### config.mk
export PLATFORM = sky130hd
export DESIGN_NAME = freq_div_prog_flat
export DESIGN_NICKNAME = d
export VERILOG_FILES = /design/src/rtl/freq_div_prog_if.sv /design/src/rtl/freq_div_prog.sv /design/src/flat_wrapper.sv
export SDC_FILE = /design/constraint.sdc
export NUM_CORES = 1
export LEC_CHECK = 0
export CAP_MARGIN = 20
export CORE_ASPECT_RATIO = 1.5
export CORE_UTILIZATION = 48
export DETAILED_ROUTE_END_ITERATION = 8
export PLACE_DENSITY = 0.76
export SYNTH_ARGS = -nofsm -noshare
export SYNTH_HDL_FRONTEND = slang
export SYNTH_SLANG_ARGS = --single-unit
export TNS_END_PERCENT = 50
### constraint.sdc
create_clock -name clk -period 2.35 [get_ports clk]
set_input_delay 0.47 -clock clk [delete_from_list [all_inputs] [get_ports clk]]
set_output_delay 0.47 -clock clk [all_outputs]
set_load 0.005 [all_outputs]
### src/rtl/freq_div_prog_if.sv
// Control and status bundle for the programmable clock divider.
// The master drives run/select; the slave (the divider) returns the divided clock and its status.
interface freq_div_prog_if #(
    parameter int unsigned CNT_W = 24
);
    logic             en;
    logic [1:0]       sel;
    logic             clk_out;
    logic             tick;
    logic             running;
    logic [CNT_W-1:0] div_act;

    modport master (
        output en,
        output sel,
        input  clk_out,
        input  tick,
        input  running,
        input  div_act
    );

    modport slave (
        input  en,
        input  sel,
        output clk_out,
        output tick,
        output running,
        output div_act
    );
endinterface

### src/rtl/freq_div_prog.sv
// Glitch-free programmable clock divider with four run-time half-period presets.
// Preset changes and stop requests are honoured only at half-period boundaries.
module freq_div_prog #(
    parameter int unsigned     CNT_W      = 24,
    parameter longint unsigned PRESET0    = 5,
    parameter longint unsigned PRESET1    = 5999999,
    parameter longint unsigned PRESET2    = 5999,
    parameter longint unsigned PRESET3    = 5,
    parameter int unsigned     PULSE_MODE = 0
) (
    input  logic          clk,
    input  logic          rst_n,
    freq_div_prog_if.slave bus
);

    typedef enum logic [1:0] {
        IDLE = 2'd0,
        RUN  = 2'd1,
        STOP = 2'd2
    } state_t;

    localparam longint unsigned CNT_LIMIT = 64'd1 << CNT_W;
    localparam bit PULSE = (PULSE_MODE != 0);

    // A preset that does not fit the counter would silently truncate, so refuse to elaborate.
    if (PRESET0 >= CNT_LIMIT || PRESET1 >= CNT_LIMIT ||
        PRESET2 >= CNT_LIMIT || PRESET3 >= CNT_LIMIT) begin : g_preset_range
        $error("freq_div_prog: every PRESETn must be below 2**CNT_W");
    end

    localparam logic [CNT_W-1:0] P0 = CNT_W'(PRESET0);
    localparam logic [CNT_W-1:0] P1 = CNT_W'(PRESET1);
    localparam logic [CNT_W-1:0] P2 = CNT_W'(PRESET2);
    localparam logic [CNT_W-1:0] P3 = CNT_W'(PRESET3);

    state_t           state_q, state_nxt;
    logic [CNT_W-1:0] counter_q, counter_nxt;
    logic [CNT_W-1:0] div_act_q, div_act_nxt;
    logic             clk_out_q, clk_out_nxt;
    logic             tick_q, tick_nxt;
    logic [CNT_W-1:0] preset;
    logic             boundary;

    always_comb begin
        preset = P0;
        case (bus.sel)
            2'd0:    preset = P0;
            2'd1:    preset = P1;
            2'd2:    preset = P2;
            default: preset = P3;
        endcase
    end

    // Counter is compared against the latched H, never the live preset, so it cannot overrun.
    assign boundary = (counter_q == div_act_q);

    always_ff @(posedge clk or negedge rst_n) begin
        if (!rst_n) begin
            state_q <= IDLE;
        end else begin
            state_q <= state_nxt;
        end
    end

    always_comb begin
        state_nxt   = state_q;
        counter_nxt = counter_q;
        div_act_nxt = div_act_q;
        clk_out_nxt = PULSE ? 1'b0 : clk_out_q;
        tick_nxt    = 1'b0;

        case (state_q)
            IDLE: begin
                counter_nxt = '0;
                clk_out_nxt = 1'b0;
                div_act_nxt = preset;
                if (bus.en) begin
                    state_nxt = RUN;
                end
            end

            RUN: begin
                if (!bus.en && (PULSE || !clk_out_q)) begin
                    // Output is already low, so stopping now cannot shorten a high phase.
                    state_nxt   = IDLE;
                    counter_nxt = '0;
                    clk_out_nxt = 1'b0;
                end else if (boundary) begin
                    counter_nxt = '0;
                    div_act_nxt = preset;
                    if (PULSE) begin
                        clk_out_nxt = 1'b1;
                        tick_nxt    = 1'b1;
                    end else begin
                        clk_out_nxt = ~clk_out_q;
                        tick_nxt    = ~clk_out_q;
                    end
                    if (!bus.en) begin
                        state_nxt = IDLE;
                    end
                end else begin
                    counter_nxt = counter_q + CNT_W'(1);
                    if (!bus.en) begin
                        state_nxt = STOP;
                    end
                end
            end

            STOP: begin
                if (boundary) begin
                    state_nxt   = IDLE;
                    counter_nxt = '0;
                    div_act_nxt = preset;
                    clk_out_nxt = 1'b0;
                end else begin
                    counter_nxt = counter_q + CNT_W'(1);
                end
            end

            default: begin
                state_nxt   = IDLE;
                counter_nxt = '0;
                clk_out_nxt = 1'b0;
            end
        endcase
    end

    always_ff @(posedge clk or negedge rst_n) begin
        if (!rst_n) begin
            counter_q <= '0;
            div_act_q <= P0;
            clk_out_q <= 1'b0;
            tick_q    <= 1'b0;
        end else begin
            counter_q <= counter_nxt;
            div_act_q <= div_act_nxt;
            clk_out_q <= clk_out_nxt;
            tick_q    <= tick_nxt;
        end
    end

    assign bus.clk_out = clk_out_q;
    assign bus.tick    = tick_q;
    assign bus.running = (state_q != IDLE);
    assign bus.div_act = div_act_q;

endmodule
### src/flat_wrapper.sv
// flat-port wrapper written by rule: the top's interface ports become plain ports
module freq_div_prog_flat 
#(
    parameter int unsigned     CNT_W      = 24,
    parameter longint unsigned PRESET0    = 5,
    parameter longint unsigned PRESET1    = 5999999,
    parameter longint unsigned PRESET2    = 5999,
    parameter longint unsigned PRESET3    = 5,
    parameter int unsigned     PULSE_MODE = 0
)
  (clk, rst_n, bus_en, bus_sel, bus_clk_out, bus_tick, bus_running, bus_div_act);
  freq_div_prog_if #(.CNT_W(CNT_W)) bus_i ();
  input  logic clk;
  input  logic rst_n;
  input wire logic [$bits(bus_i.en)-1:0] bus_en;
  input wire logic [$bits(bus_i.sel)-1:0] bus_sel;
  output wire logic [$bits(bus_i.clk_out)-1:0] bus_clk_out;
  output wire logic [$bits(bus_i.tick)-1:0] bus_tick;
  output wire logic [$bits(bus_i.running)-1:0] bus_running;
  output wire logic [$bits(bus_i.div_act)-1:0] bus_div_act;
  assign bus_i.en = bus_en;
  assign bus_i.sel = bus_sel;
  assign bus_clk_out = bus_i.clk_out;
  assign bus_tick = bus_i.tick;
  assign bus_running = bus_i.running;
  assign bus_div_act = bus_i.div_act;
  freq_div_prog #(.CNT_W(CNT_W), .PRESET0(PRESET0), .PRESET1(PRESET1), .PRESET2(PRESET2), .PRESET3(PRESET3), .PULSE_MODE(PULSE_MODE)) u_core (.clk(clk), .rst_n(rst_n), .bus(bus_i));
endmodule
# Word level (Yosys, flattened, before mapping)
# Index checks and enable logic that the tools add are counted.
# op_classes
addsub,1
n_mul,0
div,0
magnitude_cmp,0
n_eq_ne,10
shifts,0
muxes,21
bitwise_logic,1
reduce_logical,9
# op_table
cell,count
two-way mux 24 bit,4
case mux 24 bit (3 select lines),1
case mux 24 bit (2 select lines),1
case mux 23 bit (2 select lines),1
adder 24 x 1 -> 24 bit (second input constant),1
== test 24 bit,1
two-way mux 2 bit,6
two-way mux 1 bit,6
case mux 2 bit (3 select lines),1
== test 2 x 1 -> 1 bit (second input constant),2
== test 2 bit (second input constant),2
inequality test 2 bit (second input constant),2
AND reduction 2 bit,2
inequality test 3 x 1 -> 1 bit (second input constant),1
inequality test 3 x 2 -> 1 bit (second input constant),1
AND reduction 3 bit,1
nonzero test 3 bit,1
zero test 1 bit,2
zero test 2 bit,1
inequality test 2 x 1 -> 1 bit (second input constant),1
case mux 1 bit (2 select lines),1
nonzero test 2 bit,1
logical AND 1 bit,1
inverter 1 bit,1
# word_totals
register_bits,52
latch_bits,0
mem_bits_rw,0
rom_bits,0
in_bits,5
out_inout_bits,27
elab_cells,47
n_memories,0

# Longest topological paths before layout
# depth
ltp_word,5
mapped_depth,7
depth_no_buf,7

# Least setup slack after synthesis
# OpenSTA, ideal clock, no wires.
# synth_path
path_type,register to register
from,register u_core.counter_q[11]
to,"register u_core.div_act_q[20], in the netlist u_core.bus.div_act[20]"
setup_time_ns,0.125
arrival_ns,2.125
required_ns,2.225
path_slack_ns,0.100
stages_incl_launch_ff,7
n_path_buf,1
period_less_slack_ns,2.250
path_cell_list,dfrtp_1 > buf_6 > or4_1 > a22oi_2 > o2111ai_4 > a221oi_4 > mux2_4
# synth_between
elab_chain_cells,4
# synth_rtl
item,line_no,source
from (decl),freq_div_prog.sv:37,"logic [CNT_W-1:0] counter_q, counter_nxt;"
from (signal assigned),freq_div_prog.sv:135,counter_q <= counter_nxt;
== test 24 bit *,freq_div_prog.sv:55,assign boundary = (counter_q == div_act_q);
two-way mux 24 bit *,--,
two-way mux 24 bit,--,
case mux 24 bit (3 select lines) *,--,
to (signal assigned),freq_div_prog.sv:136,div_act_q <= div_act_nxt;
to (decl),freq_div_prog.sv:38,"logic [CNT_W-1:0] div_act_q, div_act_nxt;"
# Every way passes the cells marked *; elsewhere a longest branch is shown, timed or not. The select of a mux whose other input is x is not followed.
# A chain may end at the register's enable or synchronous reset.

# Worst setup path in the final report
# layout_path
from,register u_core.counter_q[6]
to,"register u_core.div_act_q[20], in the netlist u_core.bus.div_act[20]"
# Same word-level chain as after synthesis.

==> impl_results.md <==
- Run status: complete, no violations
- Setup-failing EPs final: 0
- RSZ-0062 raised after global routing: no
- DRT Pass-1 Iters: 4
- Clock sink count: 31
- Core area: approximately 3700 um^2
- Max IR drop VDD: around 730 uV
- Root buffer cell: clkbuf_8
- All-Layer GR Usage: between 10% and 20%
- Routed vias: 1403
- Area Overhead vs Synth: 15.2%
- Fin crit period: ~2.2 ns
- Worst Tran Pin Value: 0.610 ns
- Routed vias/inst: about 5.4
- First-pass GRT wire length: around 6 mm
- Routed Antenna Nets: 0
- Die Y: 78.5 um
- Rows: 27
- Fill cells: about 340
- Final Max Tran Viols: 0
- Comb pwr share: about 43%
- Die area: just over 4000 um^2
- Startpoint types: register
- Syn avg cell area: 9.41 um^2
- I/O Buffers: 23
- Register area share after synthesis: slightly above 40%
- Post-synthesis register bit count: 31
- Fin Hold WS: roughly 0.50 ns
- CTS tree: done
- Sequential Power Share: roughly a third
- DR WL/cell: between 10 and 15 um
- Hold/Removal Path Class: reg -> reg
- Number of antenna violations at the first check in global routing: 0
- Setup Skew: 0.00779 ns
- Power per cell area: about 890 nW/um^2
- Endpoints failing hold: 0
- Leading area contributor after synthesis: dfrtp_1
- DR iter-0 viols: 24
- Largest net degree at the start of global routing: 32
- CP max FO: 4
- Layout cells sized above 1: around 9.6%
- Post-Syn Area: 1870 um^2
- Drc violations: 0
- Clock Latency Late Sink: 0.28 ns
- Synth top area cells: dfrtp_1 (41%), buf_4 (8.4%), nor2_1 (6.8%)
- Endpoint type of the worst setup path: register
- Commonest non-fill, non-tap cell in the layout: nor2_1
- Vias in the first global route: approximately 1400
- Relative slew slack: between 50% and 60%
- # IOs: 32
- WP data arrival: around 2.4 ns
- Critical path type: reg -> reg
- H-tree depth: 2
- Final net count: between 200 and 250
- Post-CTS sizing: 0
- Yosys cell types: 32
- Detailed Place HPWL: 2.71 mm
- Highest-count cells in the layout ignoring fill and taps: nor2_1 (34), dfrtp_1 (31), clkdlybuf4s50_1 (23), xor2_1 (14), nand4_1 (12)
- Data required, critical path: 2.52 ns
- Max Fclk: roughly 450 MHz
- # diodes: 0
- RePlAce Congestion: around 0.86
- Crit share post-route: 94.7%
- Bufs on Longest Clock Path: 2
- Gr ovfl total: 0
- # Post-CTS Setup Buffers: 0
- Clock share of power: roughly a quarter
- Routed wire length: 3.68 mm
- Post-Syn Instances: 199
- TritonCTS buffer count: 5
- Max cap viols: 0
- Yosys warning count: 0
- Initial Util: 50.4%
- Static Leak: about 0.91 nW
- Switching Share: 32.0%
- Fin Setup TNS: 0 ns
- Die X: about 53 um
- Synth top area share: a little over 40%
- Internal: about 0.0013 W
- Clock transition at the registers of the reported paths: 0.07 ns
- P_sw: between 0.0006 and 0.0007 W
- Cts hold-fix bufs: 0
-- worst paths after layout --
kind / from / endpoint / slack (ns) / depth (start not counted)
hold / removal: u_core.counter_q[0] / u_core.counter_q[0] / 0.50 / 1
setup / recovery: u_core.counter_q[6] / u_core.bus.div_act[20] / 0.12 / 5
setup reg to reg: u_core.counter_q[6] / u_core.bus.div_act[20] / 0.12 / 5
hold reg to reg: u_core.counter_q[0] / u_core.counter_q[0] / 0.50 / 1
max in group asynchronous: rst_n / u_core.counter_q[9] / 1.49 / 2
min in group asynchronous: rst_n / u_core.counter_q[23] / 0.58 / 2
-- cells by family (layout without fill, tap and decap cells) --
family | count (synthesis) | count (layout) | synth area share [%]
xor gates and xnor gates | 23 | 23 | 10.8
muxes | 3 | 3 | 2.14
other | 2 | 8 | 0.401
AOI/OAI and AO/OA | 12 | 12 | 6.69
buffers and inverters | 34 | 47 | 11.6
and+or+nand+nor | 87 | 87 | 22.3
adders and majority gates | 7 | 7 | 4.68
DFF | 31 | 31 | 41.4
-- worst max-delay path: stages, from the launching register on --
cell,delay [ns]
dfrtp_1,0.41
or4_1,0.50
nor3_1,0.31
o2111ai_4,0.17
a221oi_4,0.40
mux2_4,0.33
-- final cells by class --
class / count / area (um^2) / area share (%)
Inverter: 10 / 37.5 / 1.74
Timing Repair Buffer: 29 / 288 / 13.3
Clock buffer: 8 / 100 / 4.64
Tap cell: 43 / 53.8 / 2.49
Multi-Input combinational cell: 140 / 902 / 41.8
Sequential cell: 31 / 776 / 36.0
-- state kept, by name, summed over array words and instances (netlist names) --
name,count
u_core.bus.clk_out,1
u_core.bus.div_act,3
u_core.bus.tick,1
u_core.counter_q,24
u_core.state_q,2
-- cells in the mapped netlist --
cell type and instances:
a21o_2 1, a21oi_1 2, a221oi_4 1, a22oi_2 1, a2bb2o_1 1, a31o_2 1, and3_1 2, and3_2 1
buf_2 2, buf_4 21, buf_6 1, conb_1 2, dfrtp_1 31, ha_1 7, inv_1 10, mux2_4 2
mux2i_1 1, nand2_1 11, nand2b_1 1, nand3_1 10, nand4_1 12, nor2_1 34, nor3_1 7, nor4_1 5
nor4bb_1 1, o2111ai_4 1, o211ai_1 1, o21ai_0 3, or3_1 1, or4_1 2, xnor2_1 9, xor2_1 14
-- layer usage --
metal / vias to the layer above / part of all wire (%) / GRT usage [%] / routed length [um]
li1: 685 / - / - / -
met1: 684 / 40 / 20.6 / 1470
met2: 23 / 55 / 35.6 / 2030
met3: 11 / 2.7 / 5.04 / 98
met4: 0 / 2.2 / 8.42 / 80
met5: - / 0 / 0 / 0
-- power groups by stage --
stage / Combinational, W / Clock [W] / Sequential, W
finish: 0.000818 / 0.000456 / 0.000645
global route: 0.000900 / 0.000491 / 0.000653
CTS: 0.000831 / 0.000462 / 0.000647
detailed placement: 0.000829 / 0 / 0.000656
global placement: 0.000809 / 0 / 0.000654
floorplan: 0.000557 / 0 / 0.000654
-- per-stage QoR --
step / instance area, um^2 / cells / power (W) / setup slack, ns / utilization (%)
floorplan: 1890 / 205 / 0.00121 / 0.100 / -
global placement: 2060 / 253 / 0.00146 / 0.129 / 55.4
detailed placement: 2060 / 253 / 0.00148 / 0.112 / 55.4
CTS: 2160 / 261 / 0.00194 / 0.111 / 58.0
global route: 2160 / 261 / 0.00204 / 0.0223 / 58.0
finish: 2160 / 261 / 0.00192 / 0.125 / 58.0
No activity file was read; power rests on OpenSTA's default activity.
